### src/rtl/result_colour_queue.sv
`default_nettype none
// ============================================================================
// Module   : result_colour_queue
// Purpose  : Buffers finished per-pixel Mandelbrot results in a small
//            circular queue and converts each one to a 24-bit {R,G,B} pixel
//            on a ready/valid output stream with start/end-of-frame markers.
// Ports    : clk, reset (async, active low)
//            iterations_max              - escape limit, sampled at pop time
//            wr_en / wr_iterations /
//            wr_xpixel / wr_ypixel       - engine result write port
//            full_queue, level, overflow - queue status / back-pressure
//            out_valid / out_ready       - output handshake
//            out_data, out_xpixel, out_ypixel, out_sop, out_eop
// Revision : 1.0 - initial release
// ============================================================================
module result_colour_queue #(
  parameter int PIXEL_DATA_WIDTH = 10,
  parameter int ITERATIONS_WIDTH = 32,
  parameter int DEPTH            = 8,
  parameter int X_PIXELS         = 640,
  parameter int Y_PIXELS         = 480
) (
  input  logic                              clk,
  input  logic                              reset,
  input  logic [ITERATIONS_WIDTH-1:0]       iterations_max,
  input  logic                              wr_en,
  input  logic [ITERATIONS_WIDTH-1:0]       wr_iterations,
  input  logic [PIXEL_DATA_WIDTH-1:0]       wr_xpixel,
  input  logic [PIXEL_DATA_WIDTH-1:0]       wr_ypixel,
  output logic                              full_queue,
  output logic [$clog2(DEPTH+1)-1:0]        level,
  output logic                              overflow,
  output logic                              out_valid,
  input  logic                              out_ready,
  output logic [23:0]                       out_data,
  output logic [PIXEL_DATA_WIDTH-1:0]       out_xpixel,
  output logic [PIXEL_DATA_WIDTH-1:0]       out_ypixel,
  output logic                              out_sop,
  output logic                              out_eop
);

  localparam int c_ptr_w   = $clog2(DEPTH);
  localparam int c_lvl_w   = $clog2(DEPTH+1);
  localparam int c_entry_w = ITERATIONS_WIDTH + 2*PIXEL_DATA_WIDTH;

  localparam logic [c_lvl_w-1:0]          c_full_level = c_lvl_w'(DEPTH);
  localparam logic [PIXEL_DATA_WIDTH-1:0] c_x_last     = PIXEL_DATA_WIDTH'(X_PIXELS-1);
  localparam logic [PIXEL_DATA_WIDTH-1:0] c_y_last     = PIXEL_DATA_WIDTH'(Y_PIXELS-1);

  // Storage is deliberately not reset so it can map onto plain RAM.
  logic [c_entry_w-1:0] r_mem [DEPTH];

  logic [c_ptr_w-1:0] r_wr_ptr;
  logic [c_ptr_w-1:0] r_rd_ptr;
  logic [c_lvl_w-1:0] r_level;

  logic                        w_push;
  logic                        w_load;
  logic [c_entry_w-1:0]        w_head;
  logic [ITERATIONS_WIDTH-1:0] w_head_iter;
  logic [PIXEL_DATA_WIDTH-1:0] w_head_x;
  logic [PIXEL_DATA_WIDTH-1:0] w_head_y;
  logic [23:0]                 w_colour;

  assign level      = r_level;
  assign full_queue = (r_level == c_full_level);

  // Full is judged on the pre-edge level, so a push while full is refused
  // even if a pop happens on the same edge.
  assign w_push = wr_en & ~full_queue;
  assign w_load = (r_level != '0) & (~out_valid | out_ready);

  assign w_head      = r_mem[r_rd_ptr];
  assign w_head_iter = w_head[c_entry_w-1 -: ITERATIONS_WIDTH];
  assign w_head_x    = w_head[2*PIXEL_DATA_WIDTH-1 -: PIXEL_DATA_WIDTH];
  assign w_head_y    = w_head[PIXEL_DATA_WIDTH-1:0];

  // Points that never escaped are painted black; others get a cheap
  // gradient built from the low iteration bits.
  always_comb begin
    w_colour = 24'h000000;
    if (w_head_iter < iterations_max) begin
      w_colour = {w_head_iter[7:0], w_head_iter[6:0], 1'b0, ~w_head_iter[7:0]};
    end
  end

  always_ff @(posedge clk) begin
    if (w_push) begin
      r_mem[r_wr_ptr] <= {wr_iterations, wr_xpixel, wr_ypixel};
    end
  end

  always_ff @(posedge clk or negedge reset) begin
    if (!reset) begin
      r_wr_ptr <= '0;
      r_rd_ptr <= '0;
      r_level  <= '0;
      overflow <= 1'b0;
    end else begin
      if (w_push) begin
        r_wr_ptr <= r_wr_ptr + c_ptr_w'(1);
      end
      if (w_load) begin
        r_rd_ptr <= r_rd_ptr + c_ptr_w'(1);
      end
      case ({w_push, w_load})
        2'b10:   r_level <= r_level + c_lvl_w'(1);
        2'b01:   r_level <= r_level - c_lvl_w'(1);
        default: r_level <= r_level;
      endcase
      if (wr_en && full_queue) begin
        overflow <= 1'b1;
      end
    end
  end

  // Single output stage: refilled whenever it is empty or being consumed,
  // otherwise every out_* field holds.
  always_ff @(posedge clk or negedge reset) begin
    if (!reset) begin
      out_valid  <= 1'b0;
      out_data   <= '0;
      out_xpixel <= '0;
      out_ypixel <= '0;
      out_sop    <= 1'b0;
      out_eop    <= 1'b0;
    end else if (w_load) begin
      out_valid  <= 1'b1;
      out_data   <= w_colour;
      out_xpixel <= w_head_x;
      out_ypixel <= w_head_y;
      out_sop    <= (w_head_x == '0) && (w_head_y == '0);
      out_eop    <= (w_head_x == c_x_last) && (w_head_y == c_y_last);
    end else if (out_valid && out_ready) begin
      out_valid <= 1'b0;
    end
  end

endmodule
`default_nettype wire

### config.mk
export PLATFORM = sky130hd
export DESIGN_NAME = result_colour_queue
export DESIGN_NICKNAME = d
export VERILOG_FILES = /design/src/rtl/result_colour_queue.sv
export SDC_FILE = /design/constraint.sdc
export NUM_CORES = 1
export LEC_CHECK = 0
export CORE_UTILIZATION = 30
export DETAILED_ROUTE_END_ITERATION = 10
export GPL_TIMING_DRIVEN = 0
export PLACE_DENSITY = 0.56
export SLEW_MARGIN = 30
export SYNTH_ARGS = -nofsm -noshare
export SYNTH_HDL_FRONTEND = slang
export SYNTH_SLANG_ARGS = --single-unit
### constraint.sdc
create_clock -name clk -period 7.7 [get_ports clk]
set_clock_uncertainty 0.05 [all_clocks]
set_input_delay 1.54 -clock clk [delete_from_list [all_inputs] [get_ports clk]]
set_output_delay 1.54 -clock clk [all_outputs]
set_load 0.005 [all_outputs]
Yosys cells after proc, flatten, opt, wreduce, memory -nomap -nowiden. Memory sizes are Yosys's and may differ from the RTL's. Cells that the tools add are included.

Register bits: 58. Bits in latches: 0. Bits in writable memories: 416. Bits in read-only memories: 0. Bits of input ports: 88. Output and inout port bits: 53. Word-level logic and storage cells: 42. Memories: 1.

$add $sub $neg: 4. Multiply operators: 0. Div/mod/pow operators: 0. Order comparisons: 1. Equality and inequality tests: 5. Shifts and indexed selects: 0. Mux-type cells: 6. Bitwise logic cells: 6. Reductions and logical operators: 9.

Memories: r_mem (depth 8, width 52, rd ports 1, clocked after memory_dff 0, wr ports 1, RTL line 51) `logic [c_entry_w-1:0] r_mem [DEPTH];`.

Operator list (count): < comparator 32 bit (1); two-way mux 24 bit (1); logical NOT 10 bit (2); == test 10 bit, second input constant (1); == test 10 x 9 -> 1 bit, second input constant (1); inverter 8 bit (1); case mux 4 bit (2 select lines) (1); adder 3 x 1 -> 3 bit, second input constant (2); adder 4 x 1 -> 4 bit, second input constant (1); == test 4 bit, second input constant (1); logical AND 1 bit (4); two-way mux 1 bit (4); nonzero test 2 bit (2); nonzero test 4 bit (1); subtractor 4 x 1 -> 4 bit, second input constant (1); bitwise AND 1 bit (2); == test 2 x 1 -> 1 bit, second input constant (1); == test 2 bit, second input constant (1); inverter 1 bit (2); bitwise OR 1 bit (1).

Depth between registers and ports, before layout. Gate-level depths: netlist (run 1).

Depth after elaboration: 5. Gate-level depth with buffers: 15. Mapped depth without buffers: 10.

Worst setup path after synthesis (run 1). No wires, ideal clock.

Path kind: in2reg. Start: input port wr_en. End: memory r_mem[0][0] (netlist name), enable pin. Library setup time: 526 ps. Data arrival time: 5497 ps. Required time: 7124 ps. Slack: 1627 ps. Stages: 3. Path buffers: 0. Cells stage by stage: nor2b_1 > nand2b_1 > nor3_1.

Longest elaborated chain between the ends: 3.

Ends and longest elaborated chain: from (decl) (RTL line 26) `input logic wr_en,`; bitwise AND 1 bit (RTL line 70) `assign w_push = wr_en & ~full_queue;`; two-way mux 1 bit (RTL line 88) `if (w_push) begin`; two-way mux 1 bit (implied by the code) (RTL line 89) `r_mem[r_wr_ptr] <= {wr_iterations, wr_xpixel, wr_ypixel};`; to (decl) (RTL line 51).

No other way between the ends.

Final worst setup path (run 1).
Start: register r_rd_ptr[1]. End: register out_data[20].

Longest elaborated chain between the ends: 3.

Ends and longest elaborated chain: from (decl) (RTL line 54) `logic [c_ptr_w-1:0] r_rd_ptr;`; from (signal assigned) (RTL line 104) `r_rd_ptr <= r_rd_ptr + c_ptr_w'(1);`; memory read (8 x 52 bit) *; < comparator 32 bit (RTL line 82) `if (w_head_iter < iterations_max) begin`; two-way mux 24 bit * (RTL line 82); to (signal assigned) (RTL line 129) `out_data <= w_colour;`; to (decl) (RTL line 35) `output logic [23:0] out_data,`.

Every way passes the cells marked *; elsewhere a longest branch is shown, timed or not. A chain may end at the register's enable or synchronous reset.

==> summary.txt, run 1 <==
Outcome
  • Run status: completed

Die
  • Die area: 64,100 µm²
  • Die X: 253 µm
  • Initial Util: 0.305
  • Ports: 141
  • Core ar.: slightly above 60,000 µm²
  • Cell Rows: 91
  • Die Ht: 253 µm

Global route
  • Pin count of the biggest net entering global routing: 43
  • Total Routing Usage GR: 0.143
  • Number of global-route vias before repair: roughly 11,000
  • Initial antenna violation count: 10
  • Global-route wire length before repair: around 67,000 µm
  • Gr ovfl total: 0

Critical path
  • Slowest stage delay, CP: 0.74 ns
  • Family with the most delay on the worst path: buffers and inverters
  • Crit path depth: 15
  • WP data required: 8.11 ns
  • Critical Path Start Type: flip-flop
  • Critical path class: flip-flop to flip-flop
  • Crit path max-delay cell type: o311ai_0
  • WP data arrival: between 5 and 6 ns
  • Reg2reg start: r_rd_ptr[1]
  • Worst reg2reg setup slack: 2.29 ns
  • Crit path from: r_rd_ptr[1]
  • RR Endpoint: out_data[20]
  • Worst-path cell chain: buf_6, buf_4, buf_4, buf_2, buf_1, mux4_2, mux2_2, ha_1, a21oi_1, o211a_1, o311ai_0, a211oi_1, a32oi_2, buf_6, o21ai_2
  • Crit. End Element: flip-flop
  • Critical path capture point: out_data[20]
  • R2R cell count: 15
  • CP Max Fanout: 10
  • CP bufs+invs: 6

Synthesis
  • Synth cell count leaders: 416 x edfxtp_1, 95 x mux4_2, 63 x nand2_1
  • Synth cell types: 47
  • Post-synthesis sequential area ratio: 0.726
  • Cell taking the most area after synthesis: edfxtp_1
  • Mapped Area: 18,900 µm²
  • Ys async rst share: 0.107
  • Most common cell in the netlist: edfxtp_1
  • Syn Nets: 1,134
  • Area fraction of the dominant cell type after synthesis: 0.660
  • Mean Syn Cell Area: approximately 19 µm²
  • Total number of yosys warnings: 0
  • Top_reg_cell synth: edfxtp_1
  • Synth Instances: a little over 1,000
  • Seq cells post-synth: 466
  • EDFF count, synth: 416
  • Synth top area cells: edfxtp_1 66%, mux4_2 11%, dfrtp_1 6.6%

STA
  • Final hold violations: 0
  • Slew HR: 0.432
  • Final hold slack: 0.414 ns
  • Final min period: about 5.4 ns
  • F_max: 0.185 GHz
  • Final worst setup slack: 2.29 ns
  • Slew Limit Fails: 0
  • Final setup vio count: 0
  • Slew of the pin with the lowest slew margin: around 0.85 ns
  • RSZ-0062 raised after global routing: false
  • Period utilization: 0.702

Routing
  • WL per Instance: 21.2 µm
  • Vias: about 9,900
  • Iter 0 DRT Violations: around 630
  • Routed WL: 44,700 µm
  • DRC: 0
  • TritonRoute pass-1 iters: 8
  • DRT antenna net count: 0
  • Via/cell ratio: 4.68

Clock network
  • Root buffer cell: clkbuf_16
  • Num CTS Buffers: 47
  • H-Tree Depth: 2
  • Postcts setup bufs: 0
  • CTS tree: built
  • Clock Sinks: 466
  • Clock Path Buffers: 3
  • Hold buffers post-CTS: 0
  • Reg clk slew, reported paths: 0.06 ns
  • Clk Latency, worst-skew pair: 0.58 ns
  • Resized cells post-CTS: 0

Job
  • Max Cap Viol: 0

Placement
  • Hpwl dp: 31,500 µm
  • GPL Wtd Cong: 0.790
  • Post-Place Setup Slack: 2.27 ns
  • Port Buffers: 139
  • Dpl cells: 2,022

Power
  • Total power: 8.76 mW
  • Static Leak: between 8 and 9 nW
  • PD cells: around 370 nW/µm²
  • Peak VDD IR: 0.182 mV

Cells and area
  • Layout area overhead: 24.6%
  • Fill cells: 5,660
  • Fraction of layout cells with a size suffix above 1: 0.230
  • End-of-flow core utilization: 0.380
  • Nets@finish: 1,359
  • Non-Filler Instances: 2,111

Worst hold path
  • Worst Hold Launch: overflow
  • Worst hold stages: 1
  • Hold Crit Class: flip-flop to flip-flop
-- per-stage QoR --
| stage | TNS, ns | cell area [µm²] |
|---|---|---|
| after detailed placement | 0 | 22100 |
| after CTS | 0 | 23600 |
| after global placement | -345.52 | 21400 |
| after global routing | 0 | 23600 |
| after floorplan | 0 | 18900 |
| final | 0 | 23600 |
-- final cells by class --
type,count,area [µm²],share of cell area
diodes,2,5.00,0.000212
plain buffers,49,282,0.0119
clock buffers,62,1270,0.0540
clock inverters,25,231,0.00981
inverters,46,173,0.00732
multi-input cells,448,4790,0.203
flip-flops and latches,466,13700,0.583
well taps,837,1050,0.0444
repair buffers,176,2040,0.0866
-- placed cells by master, fill, tap and decap left out, types with 3 or more instances in the layout --
master / n
nand2_1: 63
mux2i_1: 38
o21ai_0: 34
inv_1: 46
mux2_2: 36
clkinv_2: 9
nand2b_1: 5
nand3_1: 8
buf_6: 4
buf_4: 31
ha_1: 36
bufinv_16: 4
a211oi_1: 7
buf_2: 20
edfxtp_1: 416
xnor2_1: 5
buf_16: 18
a21o_1: 6
o21ai_2: 11
clkdlybuf4s50_1: 138
mux4_2: 95
dfrtp_1: 50
nor2_4: 6
o21a_1: 5
buf_1: 4
or4_1: 3
clkbuf_16: 48
clkinv_1: 9
nor4_1: 5
a21oi_1: 19
nor3_1: 12
nor2_1: 18
nand4_1: 10
clkbuf_1: 20
-- state kept, by name, summed over array words and instances, names as in the netlist --
name and flops:
out_eop 1, out_data 16, out_sop 1, r_rd_ptr 3, r_wr_ptr 3, r_mem 416, out_xpixel 10, level 4
overflow 1, out_valid 1, out_ypixel 10
-- routing by layer --
layer | global-route usage | up-vias | wire length, µm
met5 | 0 | - | 80
met4 | 0.0502 | 14 | 1000
met3 | 0.0274 | 73 | 2120
met2 | 0.242 | 209 | 22300
met1 | 0.183 | 5120 | 19200
li1 | - | 4469 | -
-- worst min-delay path by stage --
stage,endpoint,slack [ns]
finish,overflow,0.41
global route,overflow,0.45
CTS,overflow,0.42
detailed placement,overflow,0.41
global placement,overflow,0.39
floorplan,overflow,0.40
-- where the power goes --
part	leakage, nW	internal (mW)	switching (mW)	total, mW
Combinational	2.97	1.50	1.64	3.14
Sequential	4.38	3.22	0.155	3.38
Clock	0.737	1.30	0.937	2.24
Total	8.09	6.02	2.73	8.76
-- cells by family (layout without fill, tap and decap cells) --
logic type	count (synthesis)	count (layout)	synth area share
other	1	3	0.000198
multiplexers	170	170	0.156
AO/OA/AOI/OAI	96	96	0.0329
AND/OR/NAND/NOR	137	137	0.0328
flip-flops	466	466	0.726
adder cells (fa/ha/maj)	37	37	0.0249
buffers and inverters	95	358	0.0239
XOR/XNOR	7	7	0.00324
(Power assumes the default switching activity.)
==> inputs of run 2 (changes only) <==
==> constraint.sdc (replaced) <==
create_clock -name clk -period 5.5 [get_ports clk]
set_clock_uncertainty 0.05 [all_clocks]
set_input_delay 1.1 -clock clk [delete_from_list [all_inputs] [get_ports clk]]
set_output_delay 1.1 -clock clk [all_outputs]
set_load 0.005 [all_outputs]
==> summary.txt, run 2 (same netlist as run 1, synthesis figures left out) <==
Outcome
  • Run status: completed

Critical path
  • Worst-path cell chain: buf_2, buf_2, buf_2, buf_2, clkbuf_1, mux2_2, ha_1, and3_1, nand4_1, nor2_1, o21ai_2, a32oi_2, buf_6, o21ai_2
  • Family with the most delay on the worst path: buffers and inverters
  • Worst reg2reg setup slack: between 0.4 and 0.5 ns
  • Crit. End Element: flip-flop
  • Critical path class: flip-flop to flip-flop
  • Slowest stage delay, CP: 0.62 ns
  • CP bufs+invs: 6
  • R2R cell count: 14
  • Reg2reg start: r_rd_ptr[2]
  • Critical path's most frequent cell: buf_2
  • Crit path from: r_rd_ptr[2]
  • WP data arrival: 5.44 ns
  • WP data required: 5.90 ns
  • Critical path capture point: out_data[21]
  • Critical Path Start Type: flip-flop
  • Crit path max-delay cell type: clkbuf_1
  • RR Endpoint: out_data[21]
  • Crit path depth: 14
  • CP Max Fanout: 10

STA
  • Final min period: between 5 and 6 ns
  • RSZ-0062 raised after global routing: false
  • Slew HR: 0.497
  • Final hold violations: 0
  • Final setup vio count: 0
  • F_max: between 0.15 and 0.2 GHz
  • Slew Limit Fails: 0
  • Period utilization: 0.915
  • Slew of the pin with the lowest slew margin: around 0.75 ns

Placement
  • Dpl cells: 2,016
  • Port Buffers: 139
  • Dpl cell area: 22,100 µm²
  • GPL Wtd Cong: 0.808
  • Hpwl dp: roughly 32,000 µm

Die
  • Core ar.: approximately 62,000 µm²
  • Ports: 141
  • Die X: 253 µm
  • Die area: 64,100 µm²
  • Die Ht: approximately 250 µm
  • Initial Util: 0.305
  • Cell Rows: 91

Cells and area
  • Commonest non-fill, non-tap cell in the layout: edfxtp_1
  • Nets@finish: 1,355
  • Fraction of layout cells with a size suffix above 1: 0.228
  • Non-Filler Instances: ~2,100
  • Most frequent cells in the layout: 416 x edfxtp_1, 138 x clkdlybuf4s50_1, 95 x mux4_2
  • Max reg flops: 416
  • Layout area overhead: 24.7%
  • Cell area after layout: 23,600 µm²
  • ANT cells: 0
  • Regs by FF count: r_mem (416), out_data (16)
  • Fill cells: 5,642
  • Biggest register: r_mem

Clock network
  • Root buffer cell: clkbuf_16
  • Postcts setup bufs: 0
  • H-Tree Depth: 2
  • Hold buffers post-CTS: 0
  • Clock Path Buffers: 3
  • Clock Sinks: 466
  • CTS tree: built
  • Num CTS Buffers: 49
  • Clk Latency, worst-skew pair: roughly 0.59 ns
  • Reg clk slew, reported paths: roughly 0.060 ns

Routing
  • TritonRoute pass-1 iters: 5
  • DRT antenna net count: 0
  • Iter 0 DRT Violations: about 500
  • WL per Instance: 21.3 µm
  • DRC: 0
  • Vias: 9,917
  • Via/cell ratio: 4.71
  • Routed WL: 44,900 µm

Power
  • Peak VDD IR: 0.239 mV
  • PD cells: between 500 and 600 nW/µm²
  • Total power: ~12 mW
  • Static Leak: 8.08 nW

Global route
  • Number of global-route vias before repair: 10,700
  • Gr ovfl total: 0
  • Global-route wire length before repair: ~68,000 µm
  • Initial antenna violation count: 5
  • Pin count of the biggest net entering global routing: 45
  • Total Routing Usage GR: 0.144

Worst hold path
  • Hold Crit Class: input pin to asynchronous set/reset pin

Job
  • Max Cap Viol: 0
## run 2: cell types whose count changed in the layout (fill, tap and decap cells not counted), moves of 3 or more
cell,previous run,this run
clkbuf_1,20,25
buf_4,31,14
bufinv_16,4,1
clkbuf_2,1,6
buf_1,4,0
buf_6,4,14
## run 2: cell type report
cell class | count | area [µm²] | share of cell area
clock inverter | 22 | 169 | 0.00716
multi-input combinational | 448 | 4800 | 0.203
tap | 837 | 1050 | 0.0444
timing repair buffer | 170 | 2050 | 0.0869
sequential | 466 | 13700 | 0.582
inverter | 46 | 173 | 0.00732
clock buffer | 69 | 1330 | 0.0564
buffer | 49 | 287 | 0.0121
## run 2: worst min-delay path by stage
stage	end	slack (ns)	cells past startpoint
floorplan	overflow	0.40	1
global placement	overflow	0.39	1
detailed placement	overflow	0.40	1
CTS	out_data[23]	0.27	1
global route	out_data[23]	0.27	1
finish	out_data[23]	0.29	1
## run 2: metrics by stage
step                      TNS (ns)  utilization  worst slack [ns]  hold slack [ns]
after floorplan                  0            -              1.26            0.401
after global placement     -761.67        0.344             -2.08            0.389
after detailed placement         0        0.356             0.153            0.397
after CTS                        0        0.380             0.100            0.265
after global routing             0        0.380             0.131            0.272
final                            0        0.380             0.467            0.294
## run 2: what timing repair did
action / CTS / global route
setup endpoints to repair: 0 / 16
resized for setup: 0 / 6
hold endpoints to repair: 0 / 0
## run 2: metal layers
metal	wire length, µm	global-route usage
met1	19400	0.184
met2	22300	0.244
met3	2020	0.0282
met4	1190	0.0461
met5	57	0
## run 2: power by group
part | switching, mW | internal [mW] | leakage, nW | total (mW)
combinational | 2.29 | 2.11 | 2.97 | 4.40
sequential | 0.231 | 4.51 | 4.38 | 4.74
clock | 1.34 | 1.74 | 0.729 | 3.08
==> inputs of run 3 (changes only) <==
--- a/config.mk
+++ b/config.mk
@@ -5,10 +5,11 @@
 export SDC_FILE = /design/constraint.sdc
 export NUM_CORES = 1
 export LEC_CHECK = 0
+export CORE_MARGIN = 4
 export CORE_UTILIZATION = 30
 export DETAILED_ROUTE_END_ITERATION = 10
+export GPL_ROUTABILITY_DRIVEN = 0
 export GPL_TIMING_DRIVEN = 0
-export PLACE_DENSITY = 0.56
 export SLEW_MARGIN = 30
 export SYNTH_ARGS = -nofsm -noshare
 export SYNTH_HDL_FRONTEND = slang
==> summary.txt, run 3 (same netlist as run 1, synthesis figures left out) <==
Outcome
  • Run status: completed

Global route
  • Initial antenna violation count: 13
  • Gr ovfl total: 0
  • Global-route wire length before repair: ~67,000 µm
  • Pin count of the biggest net entering global routing: 45
  • Number of global-route vias before repair: around 11,000
  • Total Routing Usage GR: 0.133

Worst hold path
  • Hold Crit Class: input pin to asynchronous set/reset pin

Critical path
  • Critical Path Start Type: flip-flop
  • Worst-path cell chain: buf_2, buf_2, buf_2, buf_2, buf_1, mux2_2, ha_1, inv_1, o211a_1, o311ai_0, a21oi_1, a32oi_2, buf_6, o21ai_2
  • WP data arrival: roughly 5.6 ns
  • CP Max Fanout: 10
  • Critical path class: flip-flop to flip-flop
  • WP data required: 5.90 ns
  • Slowest stage delay, CP: 0.68 ns
  • Crit. End Element: flip-flop
  • Critical path's most frequent cell: buf_2
  • Crit path max-delay cell type: buf_1
  • Family with the most delay on the worst path: buffers and inverters
  • CP bufs+invs: 7

STA
  • Final setup vio count: 0
  • RSZ-0062 raised after global routing: false
  • Period utilization: 0.942
  • Slew Limit Fails: 0
  • F_max: 0.193 GHz
  • Slew HR: 0.437
  • Slew of the pin with the lowest slew margin: 0.844 ns
  • Final hold violations: 0
  • Final min period: roughly 5.2 ns

Clock network
  • Clock Path Buffers: 3
  • Root buffer cell: clkbuf_16
  • CTS tree: built
  • H-Tree Depth: 2
  • Num CTS Buffers: 47
  • Reg clk slew, reported paths: roughly 0.060 ns
  • Clock Sinks: roughly 470
  • Hold buffers post-CTS: 0
  • Clk Latency, worst-skew pair: around 0.58 ns

Cells and area
  • Biggest register: r_mem
  • Non-Filler Instances: 2,105
  • Max reg flops: 416
  • Regs by FF count: r_mem (416), out_data (16)
  • Layout area overhead: 25.2%
  • Nets@finish: 1,355
  • Most frequent cells in the layout: 416 x edfxtp_1, 138 x clkdlybuf4s50_1, 95 x mux4_2
  • Fraction of layout cells with a size suffix above 1: 0.227
  • Commonest non-fill, non-tap cell in the layout: edfxtp_1

Power
  • Clock power frac: 0.258
  • Static Leak: roughly 8 nW
  • Peak VDD IR: 0.235 mV
  • PD cells: 521 nW/µm²
  • Total power: 12.3 mW
  • Internal power: 8.49 mW
  • Flop pwr share: 0.384
  • Sw Share: 0.311
  • Comb pwr share: 0.358
  • Switch Pwr: 3.84 mW

Die
  • Die X: 259 µm
  • Die Ht: approximately 260 µm
  • Core ar.: 62,100 µm²
  • Cell Rows: 91
  • Ports: 141
  • Initial Util: 0.305
  • Die area: between 60,000 and 70,000 µm²

Placement
  • Hpwl dp: about 32,000 µm
  • Dpl cells: roughly 2,000
  • Port Buffers: 139

Routing
  • Iter 0 DRT Violations: 709
  • Via/cell ratio: 4.71
  • DRT antenna net count: 0
  • Vias: 9,910
  • Routed WL: 44,700 µm
  • WL per Instance: 21.2 µm
  • TritonRoute pass-1 iters: 5
  • DRC: 0

Job
  • Max Cap Viol: 0
==> run 3: changes by cell type in the layout (fill, tap and decap cells not counted), sizes merged, moves of 2 or more <==
cell / change
bufinv: +5
clkinv: +3
inv: -2
clkbuf: -15
diode: +2
buf: +6
==> run 3: power groups by stage <==
stage | Sequential (mW) | Clock [mW] | Combinational [mW]
final | 4.74 | 3.18 | 4.41
after global routing | 4.80 | 3.41 | 4.82
after CTS | 4.75 | 3.27 | 4.52
after detailed placement | 4.82 | 0 | 4.50
after global placement | 4.87 | 0 | 4.17
after floorplan | 4.80 | 0 | 2.72
==> run 3: routing by layer <==
metal,vias to the layer above,track usage,routed length (µm)
met5,-,0,118
met4,18,0.0402,1100
met3,85,0.0304,2270
met2,206,0.228,22400
met1,5142,0.168,18700
li1,4459,-,-
==> run 3: layout make-up <==
cell class              count  area [µm²]
inverters                  46         173
flip-flops and latches    466       13700
plain buffers              49         283
fillers                  5625       38400
diodes                      2        5.00
well taps                 837        1050
clock inverters            27         308
multi-input cells         448        4800
clock buffers              58        1220
repair buffers            172        2110
==> run 3: final timing paths <==
path / start / endpoint / slack (ns) / cells past startpoint
setup / recovery: r_rd_ptr[2] / out_data[19] / 0.32 / 14
max in group asynchronous: reset / r_rd_ptr[1] / 4.65 / 2
hold reg to reg: overflow / overflow / 0.40 / 1
setup reg to reg: r_rd_ptr[2] / out_data[19] / 0.32 / 14
min in group clk: overflow / overflow / 0.40 / 1
hold / removal: reset / out_data[22] / 0.30 / 1
==> run 3: repair_timing <==
item	CTS	global route
buffers inserted	0	0
hold endpoints to repair	0	0
resized for setup	0	1
endpoints found under the setup margin	0	5
==> run 3: per-stage QoR <==
stage               setup TNS [ns]  area [µm²]  hold slack, ns   util  setup WS, ns
global placement           -716.62       21400           0.388  0.344         -2.01
detailed placement               0       22200           0.400  0.357         0.141
global route                     0       23700           0.270  0.382       0.00114
floorplan                        0       18900           0.401      -          1.26
CTS                              0       23700           0.258  0.382         0.147
finish                           0       23700           0.296  0.382         0.316
